<file path="src/rtl/apb_buf_pkg.sv">
// -----------------------------------------------------------------------------
// apb_buf_pkg
// Shared types and helpers for the APB request buffer:
//   apb_req_t  - one queued request (address, write data, direction, select)
//   state_t    - issue FSM states
//   SEL_NONE   - select value of an unmapped address
//   ERR_OK / ERR_DECODE - response error codes
//   decode_sel - 2-bit address region to one-hot slave select
// -----------------------------------------------------------------------------
package apb_buf_pkg;

    localparam logic [2:0] SEL_NONE   = 3'b000;
    localparam logic [1:0] ERR_OK     = 2'b00;
    localparam logic [1:0] ERR_DECODE = 2'b01;

    typedef struct packed {
        logic [31:0] addr;
        logic [31:0] wdata;
        logic        write;
        logic [2:0]  sel;
    } apb_req_t;

    typedef enum logic [1:0] {
        ST_IDLE,
        ST_ISSUE,
        ST_WAIT,
        ST_LOCAL
    } state_t;

    // Region 3 has no slave behind it.
    function automatic logic [2:0] decode_sel(input logic [1:0] region);
        logic [2:0] sel;
        case (region)
            2'd0:    sel = 3'b001;
            2'd1:    sel = 3'b010;
            2'd2:    sel = 3'b100;
            default: sel = SEL_NONE;
        endcase
        return sel;
    endfunction

endpackage

</file>
<file path="src/rtl/apb_req_fifo.sv">
// -----------------------------------------------------------------------------
// apb_req_fifo
// Synchronous FIFO of apb_req_t entries, DEPTH a power of two.
// Ports:
//   i_clk, i_rst_n  clock, synchronous active-low reset (pointers only)
//   i_push, i_din   write an entry (ignored while full)
//   i_pop           drop the head entry (ignored while empty)
//   o_head          current head entry
//   o_full, o_empty occupancy flags from the current pointers
//   o_full_nxt      full flag as it will be after this edge's push/pop
// -----------------------------------------------------------------------------
module apb_req_fifo
    import apb_buf_pkg::*;
#(
    parameter int DEPTH = 4
) (
    input  logic     i_clk,
    input  logic     i_rst_n,
    input  logic     i_push,
    input  apb_req_t i_din,
    input  logic     i_pop,
    output apb_req_t o_head,
    output logic     o_full,
    output logic     o_empty,
    output logic     o_full_nxt
);

    localparam int AW = $clog2(DEPTH);
    localparam logic [AW:0] PTR_ONE = {{AW{1'b0}}, 1'b1};

    // One extra pointer bit separates full (MSBs differ) from empty (equal).
    logic [AW:0] r_wptr;
    logic [AW:0] r_rptr;
    logic [AW:0] w_wptr_nxt;
    logic [AW:0] w_rptr_nxt;
    logic        w_do_push;
    logic        w_do_pop;
    apb_req_t    r_mem [DEPTH];

    assign o_full  = (r_wptr[AW] != r_rptr[AW]) && (r_wptr[AW-1:0] == r_rptr[AW-1:0]);
    assign o_empty = (r_wptr == r_rptr);

    assign w_do_push = i_push && !o_full;
    assign w_do_pop  = i_pop && !o_empty;

    assign w_wptr_nxt = w_do_push ? (r_wptr + PTR_ONE) : r_wptr;
    assign w_rptr_nxt = w_do_pop  ? (r_rptr + PTR_ONE) : r_rptr;

    assign o_full_nxt = (w_wptr_nxt[AW] != w_rptr_nxt[AW]) &&
                        (w_wptr_nxt[AW-1:0] == w_rptr_nxt[AW-1:0]);

    assign o_head = r_mem[r_rptr[AW-1:0]];

    always_ff @(posedge i_clk) begin
        if (!i_rst_n) begin
            r_wptr <= '0;
            r_rptr <= '0;
        end else begin
            r_wptr <= w_wptr_nxt;
            r_rptr <= w_rptr_nxt;
        end
    end

    // Storage carries no reset; only the pointers decide what is valid.
    always_ff @(posedge i_clk) begin
        if (w_do_push) begin
            r_mem[r_wptr[AW-1:0]] <= i_din;
        end
    end

endmodule

</file>
<file path="src/rtl/apb_req_buffer.sv">
// -----------------------------------------------------------------------------
// apb_req_buffer
// In-order request queue and address decoder in front of the APB controller.
// Requests are decoded to a one-hot slave select on entry, queued, issued one
// at a time, and each completion is returned as a registered response pulse.
//
// Build option: APB_BUF_DECERR_EN
//   defined   - an unmapped head is completed locally with ERR_DECODE
//   undefined - an unmapped head is forwarded with p_req_sel = 3'b000
//
// Ports:
//   Pclk, Presetn          clock, synchronous active-low reset
//   req_valid/req_ready    bridge request handshake (ready = registered !full)
//   req_addr/wdata/write   bridge request fields
//   p_req_valid/accept     head offer to the controller and its acceptance
//   p_req_addr/wdata/write/sel  head fields, held from ISSUE until response
//   p_resp_valid/rdata/err controller completion (honoured only in WAIT)
//   rsp_valid/rdata/err    one-cycle response to the bridge
// -----------------------------------------------------------------------------
module apb_req_buffer
    import apb_buf_pkg::*;
#(
    parameter int DEPTH   = 4,
    parameter int SEL_LSB = 12
) (
    input  logic        Pclk,
    input  logic        Presetn,
    input  logic        req_valid,
    output logic        req_ready,
    input  logic [31:0] req_addr,
    input  logic [31:0] req_wdata,
    input  logic        req_write,
    output logic        p_req_valid,
    input  logic        p_req_accept,
    output logic [31:0] p_req_addr,
    output logic [31:0] p_req_wdata,
    output logic        p_req_write,
    output logic [2:0]  p_req_sel,
    input  logic        p_resp_valid,
    input  logic [31:0] p_resp_rdata,
    input  logic [1:0]  p_resp_err,
    output logic        rsp_valid,
    output logic [31:0] rsp_rdata,
    output logic [1:0]  rsp_err
);

    state_t      r_state;
    logic        r_req_ready;
    logic        r_p_req_valid;
    logic [31:0] r_p_req_addr;
    logic [31:0] r_p_req_wdata;
    logic        r_p_req_write;
    logic [2:0]  r_p_req_sel;
    logic        r_rsp_valid;
    logic [31:0] r_rsp_rdata;
    logic [1:0]  r_rsp_err;

    apb_req_t    w_din;
    apb_req_t    w_head;
    logic        w_full;
    logic        w_empty;
    logic        w_full_nxt;
    logic        w_push;
    logic        w_pop;
    logic        w_go_issue;
    logic        w_go_local;

    assign w_push = req_valid && r_req_ready && !w_full;

    // The head is only released once its completion has been seen.
    assign w_pop = ((r_state == ST_WAIT) && p_resp_valid) || (r_state == ST_LOCAL);

    always_comb begin
        w_din       = '0;
        w_din.addr  = req_addr;
        w_din.wdata = req_wdata;
        w_din.write = req_write;
        w_din.sel   = decode_sel(req_addr[SEL_LSB+1:SEL_LSB]);
    end

    always_comb begin
`ifdef APB_BUF_DECERR_EN
        w_go_local = !w_empty && (w_head.sel == SEL_NONE);
        w_go_issue = !w_empty && (w_head.sel != SEL_NONE);
`else
        w_go_local = 1'b0;
        w_go_issue = !w_empty;
`endif
    end

    apb_req_fifo #(
        .DEPTH (DEPTH)
    ) u_fifo (
        .i_clk      (Pclk),
        .i_rst_n    (Presetn),
        .i_push     (w_push),
        .i_din      (w_din),
        .i_pop      (w_pop),
        .o_head     (w_head),
        .o_full     (w_full),
        .o_empty    (w_empty),
        .o_full_nxt (w_full_nxt)
    );

    // Ready is the post-edge !full; a pop while full frees a slot only for
    // the following cycle.
    always_ff @(posedge Pclk) begin
        if (!Presetn) begin
            r_req_ready <= 1'b0;
        end else begin
            r_req_ready <= !w_full_nxt;
        end
    end

    always_ff @(posedge Pclk) begin
        if (!Presetn) begin
            r_state       <= ST_IDLE;
            r_p_req_valid <= 1'b0;
            r_p_req_addr  <= '0;
            r_p_req_wdata <= '0;
            r_p_req_write <= 1'b0;
            r_p_req_sel   <= SEL_NONE;
            r_rsp_valid   <= 1'b0;
            r_rsp_rdata   <= '0;
            r_rsp_err     <= ERR_OK;
        end else begin
            r_rsp_valid <= 1'b0;
            case (r_state)
                ST_IDLE: begin
                    if (w_go_local) begin
                        r_state <= ST_LOCAL;
                    end else if (w_go_issue) begin
                        r_state       <= ST_ISSUE;
                        r_p_req_valid <= 1'b1;
                        r_p_req_addr  <= w_head.addr;
                        r_p_req_wdata <= w_head.wdata;
                        r_p_req_write <= w_head.write;
                        r_p_req_sel   <= w_head.sel;
                    end
                end
                ST_ISSUE: begin
                    if (p_req_accept) begin
                        r_state       <= ST_WAIT;
                        r_p_req_valid <= 1'b0;
                    end
                end
                ST_WAIT: begin
                    if (p_resp_valid) begin
                        r_state       <= ST_IDLE;
                        r_p_req_addr  <= '0;
                        r_p_req_wdata <= '0;
                        r_p_req_write <= 1'b0;
                        r_p_req_sel   <= SEL_NONE;
                        r_rsp_valid   <= 1'b1;
                        r_rsp_rdata   <= r_p_req_write ? 32'd0 : p_resp_rdata;
                        r_rsp_err     <= p_resp_err;
                    end
                end
                ST_LOCAL: begin
                    r_state     <= ST_IDLE;
                    r_rsp_valid <= 1'b1;
                    r_rsp_rdata <= '0;
                    r_rsp_err   <= ERR_DECODE;
                end
                default: begin
                    r_state <= ST_IDLE;
                end
            endcase
        end
    end

    assign req_ready   = r_req_ready;
    assign p_req_valid = r_p_req_valid;
    assign p_req_addr  = r_p_req_addr;
    assign p_req_wdata = r_p_req_wdata;
    assign p_req_write = r_p_req_write;
    assign p_req_sel   = r_p_req_sel;
    assign rsp_valid   = r_rsp_valid;
    assign rsp_rdata   = r_rsp_rdata;
    assign rsp_err     = r_rsp_err;

endmodule

</file>
<file path="config.mk">
export PLATFORM = sky130hd
export DESIGN_NAME = apb_req_buffer
export DESIGN_NICKNAME = d
export VERILOG_FILES = /design/src/rtl/apb_buf_pkg.sv /design/src/rtl/apb_req_fifo.sv /design/src/rtl/apb_req_buffer.sv
export SDC_FILE = /design/constraint.sdc
export NUM_CORES = 1
export LEC_CHECK = 0
export ABC_AREA = 1
export ABC_CLOCK_PERIOD_IN_PS = 6000
export CAP_MARGIN = 20
export CORE_MARGIN = 2
export CORE_UTILIZATION = 39
export CTS_CLUSTER_SIZE = 16
export DETAILED_ROUTE_END_ITERATION = 8
export MAX_ROUTING_LAYER = met4
export PLACE_DENSITY_LB_ADDON = 0.2
export SETUP_SLACK_MARGIN = 0.2
export SKIP_LAST_GASP = 1
export SLEW_MARGIN = 20
export SYNTH_ARGS = -nofsm -noshare
export SYNTH_HDL_FRONTEND = slang
export SYNTH_SLANG_ARGS = --single-unit
</file>
<file path="constraint.sdc">
create_clock -name Pclk -period 6 [get_ports Pclk]
set_clock_uncertainty 0.15 [all_clocks]
set_input_delay 1.8 -clock Pclk [delete_from_list [all_inputs] [get_ports Pclk]]
set_output_delay 1.8 -clock Pclk [all_outputs]
set_load 0.1 [all_outputs]
</file>
==> results.py <==
metrics = {
    "setup_path": {
        "slowest_stage": "clkdlybuf4s50_1",
        "crit_buf_inv": 1,
        "required_ns": 4.05,
        "crit_type": "reg2out",
        "slowest_delay_ns": 1.17,
        "critPathLaunchType": "flip-flop",
        "crit_cells": 1,
        "critical_path_arrival_ns": 2.13,
        "worst-path-max-fanout": 4,
        "worstPathCellList": "clkdlybuf4s50_1",
        "path_delay_family": "buffers and inverters",
        "endpoint_kind": "primary output",
        "worst_r2r_path_depth": 7,
    },
    "sta": {
        "fin_crit_sh_pct": 67.92,
        "tns_ns": 0,
        "worst_pin_slew_ns": 1.050,
        "hold_violations": 0,
        "setup_viol_count_final": 0,
        "rsz0062_at_grt": "no",
        "max_freq_ghz": 0.2454,
        "hold_ws_ns": 0.3092,
        "period_minus_slack_ns": 4.075,
        "drv_slew": 0,
        "relSlewSlack_pct": 29.93,
    },
    "logic_synthesis": {
        "synth_area_leaders": "edfxtp_1, dfxtp_1, nand2_1",
        "synth_area_um2": 14200,
        "yosysTopAreaCell": "edfxtp_1",
        "yosysSeqAreaShare_pct": 73.47,
        "synth_seq_cells": 385,
        "synth_top_cell_area_share_pct": 57.54,
        "yosys_warnings": 0,
        "syn_nets": 1331,
        "synth.distinct_cells": 25,
        "synthCells": 1222,
        "avgSynthCellArea_um2": 11.62,
    },
    "routing": {
        "vias": 9705,
        "wl_per_cell_um": 18.27,
        "first_iter_violations": 687,
        "drt_first_pass_iters": 7,
        "routed_wl_mm": 34.78,
        "via_per_inst": 5.097,
        "drc": 0,
        "antenna_left": 0,
    },
    "cells_and_area": {
        "final_common_cell": "edfxtp_1",
        "finalNetCount": 1519,
        "areaGrowthSynthToFinish_pct": 26.71,
        "layout_common_cells": "edfxtp_1, nand2_1, clkdlybuf4s50_1",
        "drive_above_1_share_pct": 6.037,
        "postLayoutCellArea_um2": 17990,
    },
    "clock_network": {
        "clkLatencyLatePin_ns": 0.54,
        "post_cts_resize_count": 0,
        "cts_hold_buf": 0,
        "path_clk_slew_ns": 0.06,
        "cts_tree": "yes",
        "clockBufferDepth": 3,
        "cts_sinks": 385,
        "post_cts_buffers": 0,
        "cts-htree-levels": 2,
        "cts_root_buf": "clkbuf_16",
        "cts_inserted_buffers": 41,
    },
    "floorplanning": {
        "die_w_um": 194.8,
        "num_rows": 69,
        "coreArea_um2": 35740,
        "ios": 209,
        "die_y_um": 194.8,
        "die_area_um2": 37940,
        "initial_core_util_pct": 39.72,
    },
    "place": {
        "place_area_um2": 16700,
        "dp_hpwl_mm": 20.07,
        "io_buffers": 208,
        "gp_congestion": 0.7761,
    },
    "grt": {
        "grt_first_pass_wirelength_mm": 54.13,
        "grt_pass1_vias": 9579,
        "antenna_found_initial": 2,
        "grt_max_degree": 101,
        "overflow": 0,
        "track_usage_pct": 18.55,
    },
    "power_and_ir_drop": {
        "ir_worst_vdd_mv": 0.2125,
        "p_seq_share_pct": 47.7,
        "internal_power_mw": 4.546,
        "power.switching_mw": 1.731,
        "pwr_density_cell_nw_per_um2": 349.0,
        "swShare_pct": 27.57,
        "pwr-share-clk_pct": 38.2,
        "p_leak_nw": 6.081,
        "combinationalPowerShare_pct": 14.1,
    },
    "job": {
        "cap_violations": 0,
    },
    "hold_path": {
        "hp-class": "reg2reg",
        "min_path_cells": 2,
    },
    "status": {
        "status": "finished, final reports clean",
    },
}
==> cell families (layout without fill, tap and decap cells) <==
group	count (synthesis)	after routing	share of synthesized area, %
fa+ha+maj	5	5	0.4407
simple gates	422	422	11.46
compound gates	311	311	11.69
other cells	0	2	0
flops	385	385	73.47
buf+inv	97	316	2.820
xor+xnor	2	2	0.1234
==> Yosys cell counts, drive strengths merged <==
master  count
dfxtp     113
nor2      155
edfxtp    272
xor2        2
clkinv      1
o21ai     136
o221a       1
inv        20
nand2     247
buf        17
a21oi     106
nand3b      2
nand3      18
ha          5
o22ai      68
clkbuf     59
==> worst reg2reg max path: stages, from the launching register on <==
cell and delay, ns:
dfxtp_4 0.72, inv_4 0.34, nand2_1 0.17, nand2_1 0.08
nand3_1 0.21, nand2_1 0.36, nor2_4 0.17, buf_4 0.81
==> metrics by stage <==
| step | util [%] | cells | worst slack, ns | power, mW |
|---|---|---|---|---|
| CTS | 50.31 | 1902 | 1.911 | 6.340 |
| global route | 50.33 | 1904 | 1.895 | 6.498 |
| detailed placement | 46.71 | 1828 | 1.574 | 3.944 |
| floorplan | - | 1222 | 0.2989 | 3.655 |
| finish | 50.33 | 1904 | 1.925 | 6.277 |
| global placement | 46.71 | 1828 | 1.637 | 3.939 |
==> metal layers <==
metal | part of all wire (%) | vias up | wire length [um] | GRT usage [%]
met1 | 47 | 4688 | 16320 | 25.35
met3 | 5.6 | 49 | 1965 | 3.436
met5 | 0 | - | 0 | -
li1 | - | 4689 | - | -
met4 | 1.9 | 0 | 652 | 4.467
met2 | 46 | 279 | 15840 | 28.83
==> worst paths after layout <==
path | start | end | slack (ns)
setup reg to reg | u_fifo.r_rptr[0] | u_fifo.r_mem[1][63] | 2.57
setup / recovery | p_req_write | p_req_write | 1.92
hold reg to reg | p_req_wdata[19] | p_req_wdata[19] | 0.31
hold / removal | p_req_wdata[19] | p_req_wdata[19] | 0.31
==> power by group through the flow <==
stage,sequential (mW),clock [mW],combinational [mW]
final,2.99,2.40,0.888
after global routing,3.00,2.55,0.940
after floorplan,3.44,0,0.220
after CTS,2.99,2.45,0.897
after detailed placement,3.05,0,0.895
after global placement,3.05,0,0.892
==> final cells by class <==
| type | count | area [um2] |
|---|---|---|
| clock buffer | 57 | 1130 |
| fill | 3211 | 17750 |
| tap | 461 | 576.8 |
| inverter | 21 | 83.83 |
| clock inverter | 17 | 156.4 |
| antenna | 2 | 5.005 |
| multi-input combinational | 740 | 3396 |
| sequential | 385 | 10440 |
| timing repair buffer | 221 | 2205 |
==> state kept, by name (all words and copies together) (netlist names) <==
register	flops
u_fifo.r_mem	272
p_req_addr	32
p_req_wdata	32
rsp_rdata	32
p_req_sel	3
u_fifo.r_rptr	3
u_fifo.r_wptr	3
r_state	2
rsp_err	2
p_req_valid	1
p_req_write	1
req_ready	1
rsp_valid	1
No activity file was read; power rests on OpenSTA's default activity.
